### src/rtl/counter_sequencer.sv
// Up/down counter driven by two debounced active-low buttons, with an auto-step
// mode (RUN_UP / RUN_DOWN / PAUSE) enabled by a static switch.

module CounterSequencerDebounce #(
  parameter logic [24:0] DEBOUNCE = 25'd2000000
) (
  input  logic clk,
  input  logic reset,
  input  logic i_btn,
  output logic o_press
);

  logic        r_armed;
  logic [24:0] r_cnt;
  logic        r_press;
  logic        w_levelOk;

  // Disarmed: qualify a released (high) button. Armed: qualify a press (low).
  assign w_levelOk = r_armed ? ~i_btn : i_btn;
  assign o_press   = r_press;

  always_ff @(posedge clk or negedge reset) begin
    if (!reset) begin
      r_armed <= 1'b0;
      r_cnt   <= '0;
      r_press <= 1'b0;
    end else begin
      r_press <= 1'b0;
      if (!w_levelOk) begin
        r_cnt <= '0;
      end else if (r_cnt == DEBOUNCE) begin
        r_cnt   <= '0;
        r_armed <= ~r_armed;
        r_press <= r_armed;
      end else begin
        r_cnt <= r_cnt + 25'd1;
      end
    end
  end

endmodule

module counter_sequencer #(
  parameter int          BITS        = 4,
  parameter logic [24:0] DEBOUNCE    = 25'd2000000,
  parameter logic [24:0] AUTO_PERIOD = 25'd25000000
) (
  input  logic            clk,
  input  logic            reset,
  input  logic            btn_up,
  input  logic            btn_down,
  input  logic            auto_en,
  output logic [BITS-1:0] LEDS,
  output logic            running,
  output logic            dir
);

  typedef enum logic [1:0] {IDLE, RUN_UP, RUN_DOWN, PAUSE} state_t;

  localparam logic [24:0] TICK_LAST = AUTO_PERIOD - 25'd1;

  state_t          r_state, w_nextState;
  logic [BITS-1:0] r_count, w_nextCount;
  logic            r_dir, w_nextDir;
  logic [24:0]     r_tick, w_nextTick;
  logic            w_upReq, w_downReq;
  logic            w_upOnly, w_downOnly, w_both;

  CounterSequencerDebounce #(.DEBOUNCE(DEBOUNCE)) u_debUp (
    .clk     (clk),
    .reset   (reset),
    .i_btn   (btn_up),
    .o_press (w_upReq)
  );

  CounterSequencerDebounce #(.DEBOUNCE(DEBOUNCE)) u_debDown (
    .clk     (clk),
    .reset   (reset),
    .i_btn   (btn_down),
    .o_press (w_downReq)
  );

  assign w_upOnly   = w_upReq & ~w_downReq;
  assign w_downOnly = w_downReq & ~w_upReq;
  assign w_both     = w_upReq & w_downReq;

  assign LEDS    = ~r_count;
  assign running = (r_state == RUN_UP) || (r_state == RUN_DOWN);
  assign dir     = r_dir;

  always_ff @(posedge clk or negedge reset) begin
    if (!reset) begin
      r_state <= IDLE;
      r_count <= '0;
      r_dir   <= 1'b1;
      r_tick  <= '0;
    end else begin
      r_state <= w_nextState;
      r_count <= w_nextCount;
      r_dir   <= w_nextDir;
      r_tick  <= w_nextTick;
    end
  end

  always_comb begin
    w_nextState = r_state;
    w_nextCount = r_count;
    w_nextDir   = r_dir;
    w_nextTick  = r_tick;

    unique case (r_state)
      IDLE: begin
        if (auto_en) begin
          w_nextState = r_dir ? RUN_UP : RUN_DOWN;
        end else if (w_upOnly) begin
          w_nextCount = r_count + BITS'(1);
          w_nextDir   = 1'b1;
        end else if (w_downOnly) begin
          w_nextCount = r_count - BITS'(1);
          w_nextDir   = 1'b0;
        end
      end
      RUN_UP, RUN_DOWN, PAUSE: begin
        // Dropping the auto switch outranks any button request.
        if (!auto_en) begin
          w_nextState = IDLE;
        end else if (w_both) begin
          if (r_state != PAUSE) w_nextState = PAUSE;
        end else if (w_upOnly) begin
          w_nextState = RUN_UP;
          w_nextDir   = 1'b1;
        end else if (w_downOnly) begin
          w_nextState = RUN_DOWN;
          w_nextDir   = 1'b0;
        end
      end
      default: w_nextState = IDLE;
    endcase

    // A state change restarts the period and suppresses any step due this edge.
    if (w_nextState != r_state) begin
      w_nextTick = '0;
    end else if (r_state == RUN_UP || r_state == RUN_DOWN) begin
      if (r_tick == TICK_LAST) begin
        w_nextTick  = '0;
        w_nextCount = r_dir ? (r_count + BITS'(1)) : (r_count - BITS'(1));
      end else begin
        w_nextTick = r_tick + 25'd1;
      end
    end
  end

endmodule
### config.mk
export PLATFORM = sky130hd
export DESIGN_NAME = counter_sequencer
export DESIGN_NICKNAME = d
export VERILOG_FILES = /design/src/rtl/counter_sequencer.sv
export SDC_FILE = /design/constraint.sdc
export NUM_CORES = 1
export LEC_CHECK = 0
export CAP_MARGIN = 20
export CORE_MARGIN = 2
export CORE_UTILIZATION = 40
export CTS_BUF_LIST = sky130_fd_sc_hd__clkbuf_4
export CTS_CLUSTER_DIAMETER = 100
export DETAILED_ROUTE_END_ITERATION = 6
export PLACE_DENSITY_LB_ADDON = 0.1
export SYNTH_ARGS = -nofsm -noshare
export SYNTH_HDL_FRONTEND = slang
export SYNTH_SLANG_ARGS = --single-unit
### constraint.sdc
create_clock -name clk -period 2.8 [get_ports clk]
set_clock_uncertainty 0.15 [all_clocks]
set_input_delay 0.42 -clock clk [delete_from_list [all_inputs] [get_ports clk]]
set_output_delay 0.42 -clock clk [all_outputs]
set_load 0.05 [all_outputs]
==> flow_summary.toml <==
[synthesis]
netlist_area_sq_um = 4690
synthSimpleGateAreaFrac = 0.284
synth_compound_area_frac = 0.0860
synth_cells = 515
synthMuxAreaShare = 0.0158
syn_nets = 530
seq_area_frac_synth = 0.460
async_reset_ff_frac = 1.00
ys_types = 48
synth-xor-area-share = 0.101
syn_area_per_cell_sq_um = 9.10
ys_warn_count = 0
synthFlopType = "dfrtp_1"
synth_fa_ha_area_frac = 0.0267
synth_enable_flop_cells = 0
synth_top_family_by_area = "simple AND/OR/NAND/NOR gates"
yosys_register_bits = 86

[cells_and_area]
layout_common_cells = "85 x dfrtp_1, 79 x nor2_1, 44 x nand2_1"
design_area_sq_um = 5230
num_antenna_cells = 0
areaGrowthSynthToFinish_pct = 11.6
finalNonFillerCells = 695
final_common_cell = "dfrtp_1"
nNetsFinal = 562
final_util = 0.458
drive_gt1_frac = 0.0996

[die]
fp.dieH_um = 112
die_x_um = 112
ioPinCount = 11
design.core.area_sq_um = 11400
die-area_sq_um = 12600
num_rows = 39
start_util = 0.410

[detailed_routing]
routed_wl_um = 9850
routedWlPerCell_um = 14.2
num_vias = 3729
antenna_left = 0
vias_per_cell = 5.37
firstDrtPassIters = 4
drc = 0
drt_iter0_drc = 202

[grt]
grt_usage = 0.169
grt-ovfl-total = 0
grt_pass1_wl_um = 17500
grt_max_degree = 51
antenna_found_initial = 0
grt_pass1_vias = 3696

[sta]
whs_ns = 0.363
hold_violations = 0
setup_viol_count_final = 0
fmax_mhz = 376
drv_slew = 0
period_minus_slack_ns = 2.66
slew_headroom = 0.568
tightest_slew_ns = 0.643
fin_crit_sh = 0.950

[setup_path]
reg2reg_slack_ns = 0.14
path_max_fanout = 4
cp.required_ns = 3.04
crit_type = "flop to flop"
worstSetupStartpointType = "flop"
worst_setup_path_end_kind = "flop"
critPathArrivalTime_ns = 2.90

[clocking]
tritoncts = "built"
clkLatencyLatePin_ns = 0.44
htree_levels = 3
path_clk_slew_ns = 0.14
cts.sinks = 86
clockRootBuffer = "clkbuf_4"
cts_setup_buffers = 0
cts_buffer_depth = 2
numCtsBuffers = 9

[pwr]
vdd_drop_max_mv = 0.239
p_per_area_nw_per_um2 = 506
leakage_nw = 2.26

[placement]
numPortBuffers = 10
dpl_cell_area_sq_um = 5100
dp.cells = 678
place.gp.congestion = 0.827
dpl.hpwl_um = 6970

[flow_run]
cap_violations = 0

[outcome]
outcome = "finished, final reports clean"

[hold_path]
hp-class = "input pin to asynchronous set/reset pin"
[cell usage after synthesis, types with 7 or more instances]
cell type,count,area share
nand3_1,27,0.029
o21ai_0,20,0.021
ha_1,10,0.027
xnor2_1,22,0.041
a21oi_1,25,0.027
xor2_1,32,0.060
nand4_1,18,0.024
and3_1,20,0.027
dfrtp_1,85,0.45
inv_1,17,0.014
nor2_1,79,0.063
nand2_1,44,0.035
or3_1,8,0.011
nor3_1,7,0.0075
clkbuf_1,14,0.011
and2_1,7,0.0093
[area by class of cell]
class	count	area [sq um]
Fill cell	1158	6190
Tap cell	143	179
Timing Repair Buffer	37	300
Sequential cell	86	2150
Inverter	17	63.8
Clock inverter	5	26.3
Multi-Input combinational cell	396	2430
Clock buffer	11	82.6
[final timing paths]
path                                         start                  to  depth (start not counted)
worst max-delay path                     r_tick[7]          r_count[2]                          6
worst min-delay path                         reset          r_tick[24]                          2
worst max register to register           r_tick[7]          r_count[2]                          6
worst min register to register  u_debDown.r_cnt[0]  u_debDown.r_cnt[0]                          1
max in group asynchronous                    reset                 dir                          3
min in group clk                u_debDown.r_cnt[0]  u_debDown.r_cnt[0]                          1
[stage by stage]
| step | power, mW | setup TNS (ns) | worst slack (ns) |
|---|---|---|---|
| final | 2.65 | 0 | 0.140 |
| after global routing | 2.81 | -0.00268 | -0.00268 |
| after CTS | 2.66 | 0 | 0.0724 |
| after detailed placement | 2.03 | 0 | 0.0767 |
| after global placement | 2.03 | 0 | 0.0980 |
| after floorplan | 1.75 | 0 | 0.141 |
[worst max-delay path, stage by stage (launching register included)]
cell	delay (ns)
dfrtp_1	0.40
or4b_1	0.54
or4_4	0.55
nor2_4	0.12
or4b_4	0.51
mux2i_1	0.19
xnor2_1	0.13
[cell families after synthesis]
logic type | count (synthesis)
simple gates | 257
compound gates | 68
fa+ha+maj | 10
mux | 7
buf+inv | 33
flops | 86
xor+xnor | 54
[per-layer routing]
metal  GRT usage  routed length (um)  part of all wire  up-vias
li1            -                   -                 -     1865
met1       0.236                4900              0.50     1801
met2       0.265                4530              0.46       52
met3      0.0275                 266             0.027       11
met4      0.0642                 151             0.015        0
met5           0                   0                 0        -
[flip-flops by register name, summed over array words and instances (netlist names)]
| register | cells |
|---|---|
| u_debUp.r_armed | 1 |
| u_debDown.o_press | 1 |
| u_debUp.o_press | 1 |
| u_debUp.r_cnt | 25 |
| r_tick | 25 |
| r_state | 2 |
| u_debDown.r_armed | 1 |
| dir | 1 |
| u_debDown.r_cnt | 25 |
| r_count | 4 |
[repair_timing]
action	CTS	global route
resized for setup	0	3
hold endpoints to repair	46	0
hold buffers	1	0
setup endpoints to repair	0	7
[power breakdown]
group / switching, mW / leakage [nW] / internal, mW
Clock: 0.423 / 0.0556 / 0.194
Sequential: 0.0553 / 1.18 / 1.28
Combinational: 0.446 / 1.03 / 0.246
Total: 0.924 / 2.26 / 1.72
Power figures use the tool's default switching activity.
